--- src/rtl/ifu_fetch_ctrl_pkg.sv ---
// Shared encodings and defaults for the IFU fetch controller.
package ifu_fetch_ctrl_pkg;

  localparam int          FC_XLEN         = 32;
  localparam logic [31:0] FC_BOOT_IT_ADDR = 32'h0000_0000;
  localparam int          FC_IW           = 32;

  typedef enum logic [1:0] {
    FC_BOOT  = 2'd0,
    FC_IDLE  = 2'd1,
    FC_WAIT  = 2'd2,
    FC_DRAIN = 2'd3
  } fc_state_e;

endpackage

--- src/rtl/ifu_fetch_ctrl_fetch_buf.sv ---
// Small FIFO of {pc,instr} pairs between fetch and decode.
// Clear wins over push and pop in the same cycle.
module ifu_fetch_ctrl_fetch_buf #(
  parameter int DEPTH = 2,
  parameter int W     = 64,
  parameter int CW    = $clog2(DEPTH) + 1
) (
  input  logic          clk,
  input  logic          rst,
  input  logic          push,
  input  logic          pop,
  input  logic          clear,
  input  logic [W-1:0]  wdata,
  output logic [W-1:0]  rdata,
  output logic          full,
  output logic          empty,
  output logic [CW-1:0] count
);

  localparam int AW = $clog2(DEPTH);

  logic [DEPTH-1:0][W-1:0] mem;
  logic [AW-1:0]           wr_ptr;
  logic [AW-1:0]           rd_ptr;
  logic                    pop_ok;

  // A pop on an empty buffer is meaningless; drop it rather than corrupt count.
  assign pop_ok = pop & ~empty;

  assign rdata = mem[rd_ptr];
  assign empty = (count == '0);
  assign full  = (count == CW'(DEPTH));

  // Storage, pointers (wrap naturally, DEPTH is a power of two) and occupancy.
  always_ff @(posedge clk or negedge rst) begin
    if (!rst) begin
      mem    <= '0;
      wr_ptr <= '0;
      rd_ptr <= '0;
      count  <= '0;
    end else if (clear) begin
      wr_ptr <= '0;
      rd_ptr <= '0;
      count  <= '0;
    end else begin
      if (push) begin
        mem[wr_ptr] <= wdata;
        wr_ptr      <= wr_ptr + AW'(1);
      end
      if (pop_ok) rd_ptr <= rd_ptr + AW'(1);
      case ({push, pop_ok})
        2'b10:   count <= count + CW'(1);
        2'b01:   count <= count - CW'(1);
        default: count <= count;
      endcase
    end
  end

endmodule

--- src/rtl/ifu_fetch_ctrl.sv ---
// IFU fetch sequencer: owns the fetch PC, runs the imem req/ack handshake,
// follows BPU next-PC predictions and buffers fetched pairs toward decode.
module ifu_fetch_ctrl
  import ifu_fetch_ctrl_pkg::*;
#(
  parameter int              XLEN      = FC_XLEN,
  parameter logic [XLEN-1:0] BOOT_ADDR = XLEN'(FC_BOOT_IT_ADDR),
  parameter int              FB_DEPTH  = 2
) (
  input  logic             clk,
  input  logic             rst,
  output logic             imem_req,
  output logic [XLEN-1:0]  imem_addr,
  input  logic             imem_ack,
  input  logic [FC_IW-1:0] imem_rdata,
  output logic [XLEN-1:0]  bpu_pc,
  output logic [FC_IW-1:0] bpu_instr,
  input  logic [XLEN-1:0]  pred_pc,
  input  logic             flush_flag,
  input  logic [XLEN-1:0]  flush_addr,
  output logic             if_valid,
  output logic [XLEN-1:0]  if_pc,
  output logic [FC_IW-1:0] if_instr,
  input  logic             if_ready
);

  localparam int CW = $clog2(FB_DEPTH) + 1;
  localparam int EW = XLEN + FC_IW;

  fc_state_e       state;
  logic [XLEN-1:0] fetch_pc;

  logic            fb_push;
  logic            fb_pop;
  logic            fb_full;
  logic            fb_empty;
  logic [CW-1:0]   fb_count;
  logic [EW-1:0]   fb_head;
  logic [CW:0]     cnt_after_ack;
  logic            room_idle;
  logic            room_ack;

  // The BPU sees the returning instruction alongside its address.
  assign bpu_pc    = imem_addr;
  assign bpu_instr = imem_rdata;

  assign fb_pop  = ~fb_empty & if_ready;
  assign fb_push = (state == FC_WAIT) & imem_ack & ~flush_flag;

  // Issue from IDLE only if a slot is free once this cycle's pop retires,
  // so count plus the outstanding request never exceeds FB_DEPTH.
  assign room_idle = ~fb_full | fb_pop;

  // Keep requesting back-to-back only if a slot stays free after push/pop.
  assign cnt_after_ack = {1'b0, fb_count} + (CW+1)'(1) - (CW+1)'(fb_pop);
  assign room_ack      = cnt_after_ack < (CW+1)'(FB_DEPTH);

  ifu_fetch_ctrl_fetch_buf #(
    .DEPTH (FB_DEPTH),
    .W     (EW),
    .CW    (CW)
  ) u_fetch_buf (
    .clk   (clk),
    .rst   (rst),
    .push  (fb_push),
    .pop   (fb_pop),
    .clear (flush_flag),
    .wdata ({fetch_pc, imem_rdata}),
    .rdata (fb_head),
    .full  (fb_full),
    .empty (fb_empty),
    .count (fb_count)
  );

  // Head of buffer is registered state; present zeros when nothing is valid.
  assign if_valid = ~fb_empty;
  assign if_pc    = if_valid ? fb_head[EW-1:FC_IW] : '0;
  assign if_instr = if_valid ? fb_head[FC_IW-1:0]  : '0;

  // Controller FSM with registered request, address and fetch PC.
  // In WAIT, imem_addr always equals fetch_pc; in DRAIN it holds the
  // abandoned address because a request is never withdrawn.
  always_ff @(posedge clk or negedge rst) begin
    if (!rst) begin
      state     <= FC_BOOT;
      fetch_pc  <= BOOT_ADDR;
      imem_addr <= BOOT_ADDR;
      imem_req  <= 1'b0;
    end else begin
      if (flush_flag) fetch_pc <= flush_addr;
      case (state)
        FC_BOOT: state <= FC_IDLE;
        FC_IDLE: begin
          if (!flush_flag && room_idle) begin
            state     <= FC_WAIT;
            imem_req  <= 1'b1;
            imem_addr <= fetch_pc;
          end
        end
        FC_WAIT: begin
          if (flush_flag) begin
            if (imem_ack) begin
              state    <= FC_IDLE;
              imem_req <= 1'b0;
            end else begin
              state    <= FC_DRAIN;
            end
          end else if (imem_ack) begin
            fetch_pc <= pred_pc;
            if (room_ack) begin
              imem_addr <= pred_pc;
            end else begin
              state    <= FC_IDLE;
              imem_req <= 1'b0;
            end
          end
        end
        FC_DRAIN: begin
          if (imem_ack) begin
            state    <= FC_IDLE;
            imem_req <= 1'b0;
          end
        end
        default: begin
          state    <= FC_IDLE;
          imem_req <= 1'b0;
        end
      endcase
    end
  end

endmodule
--- config.mk ---
export PLATFORM = sky130hd
export DESIGN_NAME = ifu_fetch_ctrl
export DESIGN_NICKNAME = d
export VERILOG_FILES = /design/src/rtl/ifu_fetch_ctrl_pkg.sv /design/src/rtl/ifu_fetch_ctrl_fetch_buf.sv /design/src/rtl/ifu_fetch_ctrl.sv
export SDC_FILE = /design/constraint.sdc
export NUM_CORES = 1
export LEC_CHECK = 0
export ABC_AREA = 0
export CELL_PAD_IN_SITES_DETAIL_PLACEMENT = 1
export CELL_PAD_IN_SITES_GLOBAL_PLACEMENT = 1
export CORE_UTILIZATION = 46
export DETAILED_ROUTE_END_ITERATION = 6
export DONT_BUFFER_PORTS = 1
export PLACE_DENSITY_LB_ADDON = 0.1
export SLEW_MARGIN = 20
export SYNTH_ARGS = -nofsm -noshare
export SYNTH_HDL_FRONTEND = slang
export SYNTH_HIERARCHICAL = 1
export SYNTH_SLANG_ARGS = --single-unit
--- constraint.sdc ---
create_clock -name clk -period 2.4 [get_ports clk]
set_input_delay 0.36 -clock clk [delete_from_list [all_inputs] [get_ports clk]]
set_output_delay 0.36 -clock clk [all_outputs]
set_load 0.02 [all_outputs]
* After elaboration in Yosys (flattened, before gate mapping)
Index checks and enable logic that the tools add are counted.
Storage, ports and cells: output and inout bits 162, register bits after elaboration 199
Cells by class: magnitude comparators 4, add/subtract/negate cells 6, muxes and demuxes 35, bitwise gates (word level) 8, reduce and logical (&&, ||, !) cells 14, equality and inequality tests 13
Operators by type and width (number):
- $mux 32 | 10
- $mux 64 | 3
- $bwmux 128 | 1
- $demux 64 s1 | 1
- $pmux 32 s2 | 1
- $mux 2 | 7
- $ne 2x2->1 const B | 5
- $mux 1 | 9
- $eq 2x2->1 const B | 4
- $pmux 2 s4 | 1
- $reduce_and 4->1 | 2
- $ne 3x3->1 const B | 2
- $reduce_bool 2->1 | 3
- $reduce_bool 3->1 | 2
- $reduce_and 5->1 | 1
- $and 1x1->1 | 4
- $eq 2x1->1 const B | 2
- $logic_not 2->1 | 2
- $lt 1x2->1 const B | 2
- $pmux 2 s2 | 1
- $add 2x1->3 const B | 1
- $lt 3x2->1 const B | 1
- $not 1->1 | 3
- $pmux 1 s3 | 1
- other kinds (9) | 11

* Longest topological paths before layout
depth after elaboration 9, gate-level depth with buffers 11, depth with buffers taken out 7

* Hierarchy
The synthesis kept the hierarchy.
By module, submodules not included:
- ifu_fetch_ctrl_fetch_buf | sequential area each 3303.2 sq um, times used 1, area an instance 6059.6 sq um, cells an instance 361
- ifu_fetch_ctrl | sequential area each 1676.6 sq um, times used 1, area an instance 4211.5 sq um, cells an instance 412

* Least setup slack after synthesis
OpenSTA, ideal clock, no wires.
path type register to register, start reg state[0], end reg u_fetch_buf/mem[100] (netlist name), arrival time 2.316 ns, cell stages (with the launch flop) 12, period minus slack after synthesis 2.442 ns, path slack -0.042 ns, setup time 0.125 ns, cell sequence dfrtp_1 > inv_1 > ha_1 > buf_4 > nand3b_1 > clkbuf_1 > buf_1 > inv_1 > nand3b_2 > buf_6 > buf_12 > mux2_4
Between the ends: word-level cells in the longest chain between the ends 4
Ends and longest elaborated chain:
- from (decl) | line ifu_fetch_ctrl.sv:30 | fc_state_e state;
- from (signal assigned) | line ifu_fetch_ctrl.sv:85 | state <= FC_BOOT;
- from (signal assigned) | line ifu_fetch_ctrl.sv:92 | FC_BOOT: state <= FC_IDLE;
- from (signal assigned) | line ifu_fetch_ctrl.sv:95 | state <= FC_WAIT;
- $eq 2x2->1 | line ifu_fetch_ctrl.sv:48 | assign fb_push = (state == FC_WAIT) & imem_ack & ~flush_flag;
- $and 1x1->1 (2 in a row) | line ifu_fetch_ctrl.sv:48
- net fb_push | line ifu_fetch_ctrl.sv:33 | logic fb_push;
- $reduce_and 2->1 (no source line)
- to (signal, indexed assignment) | line ifu_fetch_ctrl_fetch_buf.sv:47 | mem[wr_ptr] <= wdata;
- to (decl) | line ifu_fetch_ctrl_fetch_buf.sv:22 | logic [DEPTH-1:0][W-1:0] mem;
The timed path passes the listed nets, and every way through them passes these cells. A chain may end at the register's enable or synchronous reset.

* Worst setup path in the final report
start reg u_fetch_buf.rd_ptr, end out if_pc[14]
Between the ends: word-level cells in the longest chain between the ends 3
Ends and longest elaborated chain:
- from (decl) | line ifu_fetch_ctrl_fetch_buf.sv:24 | logic [AW-1:0] rd_ptr;
- from (signal assigned) | line ifu_fetch_ctrl_fetch_buf.sv:50 | if (pop_ok) rd_ptr <= rd_ptr + AW'(1);
- $mux 64 (implied by the code) (2 in a row) | line ifu_fetch_ctrl_fetch_buf.sv:30 | assign rdata = mem[rd_ptr];
- net fb_head[46] | line ifu_fetch_ctrl.sv:38 | logic [EW-1:0] fb_head;
- $mux 32 | line ifu_fetch_ctrl.sv:77 | assign if_pc = if_valid ? fb_head[EW-1:FC_IW] : '0;
- to (decl) | line ifu_fetch_ctrl.sv:22 | output logic [XLEN-1:0] if_pc,
The timed path passes the listed nets, and every way through them passes these cells. The select of a mux whose other input is x is not followed.

==> impl_metrics.ini <==
[finish]
n_fill_cell = 2184
finish.instance_area_um2 = 10600
diodes = 0
area_growth_pct = 3.59
drive_gt1_frac = 0.436
finalNetCount = 804

[sta]
holdWs_ps = -378
finalSetupViolCount = 0
finalHoldViolations = 199
rsz0062_at_grt = false
maxSlewViolCount = 0
fin_crit_ps = 2230
relSlewSlack = 0.531
tns_ps = 0
finClkSkew_ps = 16.6
period_share = 0.928
worstMarginPinSlew_ps = 704
max_freq_ghz = 0.449

[detailed_routing]
drc = 0
via_per_inst = 5.54
drt-initial-drc-count = 136
num_vias = 5497
wl_um = 22100
drtAntennaViolNets = 0
wl_per_cell_um = 22.3
drtPass1Iterations = 4

[synthesis]
syn_inst = 773
ys_async_sr_fraction = 1.00
synth_area_per_cell_um2 = 13.3
ys_ff_latch = 199
yosysWarnings = 6
synth_top_area_frac = 0.485
synth_nets = 877
synth_commonest_cells = dfrtp_1, mux2_2, buf_4, nor2b_1, mux2_4
synth_cell_type_count = 37
ys.flop_type = dfrtp_1
seq_area_frac_synth = 0.485
synth.area.top_cells = dfrtp_1, mux2_2, mux2_4, buf_4, nor2b_1
yosys.area.top_type = dfrtp_1
yosysMostFrequentCell = dfrtp_1
syn_area_um2 = 10300
synth_edf_count = 0

[cts]
clock_latency_ps = 440
hold_buffers = 1
clk_pin_slew_ps = 70
clockRootBuffer = clkbuf_16
cts_tree = yes
clock-sinks = 199
clockBufferDepth = 2
htree_num_levels = 4
numCtsBuffers = 17

[floorplanning]
rows = 54
die_h_um = 151
coreArea_um2 = 21900
ios = 263
die_area_um2 = 22900
die_w_um = 151
start_util = 0.469

[status]
violations = negative hold slack
status = finished with violations

[global_routing]
grt_max_degree = 200
grt_pass1_wl_um = 34500
grt_pass1_vias = 6236
antenna_found_initial = 0
overflow = 0
track_usage = 0.199

[setup_path]
start_kind = flip-flop
crit_path_end_kind = output port
critPathKind = flip-flop to output port
worstPathRequired_ps = 2040
rrSetupSlack_ps = 250
timing.rr.start = state[0]$_DFFE_PN0P_
r2r.worst_path.cells = 7
crit_fanout = 25
critPathArrivalTime_ps = 1870
timing.rr.end = u_fetch_buf/mem[84]$_DFFE_PN0P_

[power_and_ir_drop]
max-vdd-ir-drop_v = 0.000488
p_leak_uw = 0.00495
powerDensity_nw_per_um2 = 1060

[run]
max_cap_viol_count = 0

[min_path]
min-delay-path-class = primary input to asynchronous set/reset pin

[placement]
gp_congestion = 0.729
dp_hpwl_um = 14100
port-buffer-count = 0
dpl-instance-area_um2 = 10000
[how the worst max path moves through the flow]
stage,start,endpoint,slack [ps],cells past startpoint
after detailed placement,state[0]$_DFFE_PN0P_,state[1]$_DFFE_PN0P_,160,7
after global placement,state[0]$_DFFE_PN0P_,bpu_pc[7]$_DFFE_PN0P_,330,8
after CTS,state[0]$_DFFE_PN0P_,state[1]$_DFFE_PN0P_,130,7
after global routing,u_fetch_buf/count[0]$_DFFE_PN0P_,if_pc[31],40,4
after floorplan,state[0]$_DFFE_PN0P_,u_fetch_buf/mem[100]$_DFFE_PN0P_,90,11
final,u_fetch_buf/rd_ptr$_DFFE_PN0P_,if_pc[14],170,3
[per-stage QoR]
stage / util / hold slack [ps] / power, uW / instances / setup slack, ps
finish: 0.486 / -378 / 11300 / 993 / 173
global route: 0.486 / -412 / 11900 / 993 / 35.1
CTS: 0.486 / -401 / 11400 / 993 / 133
detailed placement: 0.457 / 68.9 / 8330 / 960 / 156
global placement: 0.457 / 69.4 / 8140 / 960 / 331
floorplan: - / 64.4 / 8220 / 773 / 86.6
[final cells by class]
cell class	count	area (um^2)	share of cell area
clock buffer	19	443	0.0416
clock inverter	13	181	0.0171
inverter	8	30.0	0.00282
multi-input combinational	457	4440	0.417
sequential	199	4980	0.468
tap	280	350	0.0329
timing repair buffer	17	213	0.0200
[cells by family after synthesis]
family / Yosys count / share of synthesized area
multiplexers: 291 / 0.337
flip-flops: 199 / 0.485
buffers and inverters: 117 / 0.0845
AND/OR/NAND/NOR: 114 / 0.0624
AO/OA/AOI/OAI: 47 / 0.0261
adder cells (fa/ha/maj): 3 / 0.00365
XOR/XNOR: 2 / 0.00171
[worst max-delay path: stages (launching register included)]
cell and delay (ps):
dfrtp_2 390, buf_4 370, mux2_2 240, nor2b_1 430
[metal layers]
layer / vias up / wire, um / GRT usage
met5: - / 0 / 0
met4: 0 / 367 / 0.0540
met3: 19 / 1570 / 0.0711
met2: 171 / 11000 / 0.332
met1: 2855 / 9190 / 0.240
li1: 2452 / - / -
[layout by cell type, fill, tap and decap left out, types with 2 or more instances in the layout]
cell type,Yosys,layout
dfrtp_1,199,198
mux2_2,196,196
nor2b_1,65,65
mux2_4,60,60
a21oi_1,36,36
nor2_1,36,35
mux2i_1,34,34
clkbuf_16,0,17
inv_1,8,8
buf_4,65,8
buf_12,6,6
inv_6,0,4
nand2_1,3,3
bufinv_16,0,3
clkinv_4,0,3
nand2b_1,2,2
a211oi_1,2,2
ha_1,3,2
inv_8,0,2
buf_6,10,2
o21ai_0,2,2
[sequential cells by signal, summed over array words and instances, names as in the netlist]
name	flops
bpu_pc	32
fetch_pc	32
imem_req	1
state	2
u_fetch_buf/count	2
u_fetch_buf/mem	128
u_fetch_buf/rd_ptr	1
u_fetch_buf/wr_ptr	1
[repair_timing]
item / in CTS / in global routing
setup buffers: 0 / 0
endpoints found under the setup margin: 52 / 1
hold endpoints to repair: 201 / 199
resized for setup: 1 / 1
[where the power goes]
part           switching [uW]  internal [uW]  total, uW
logic                     918           1650       2570
registers                1410           4260       5670
clock network            1350           1710       3060
total                    3680           7620      11300
No activity file was read; power rests on OpenSTA's default activity.
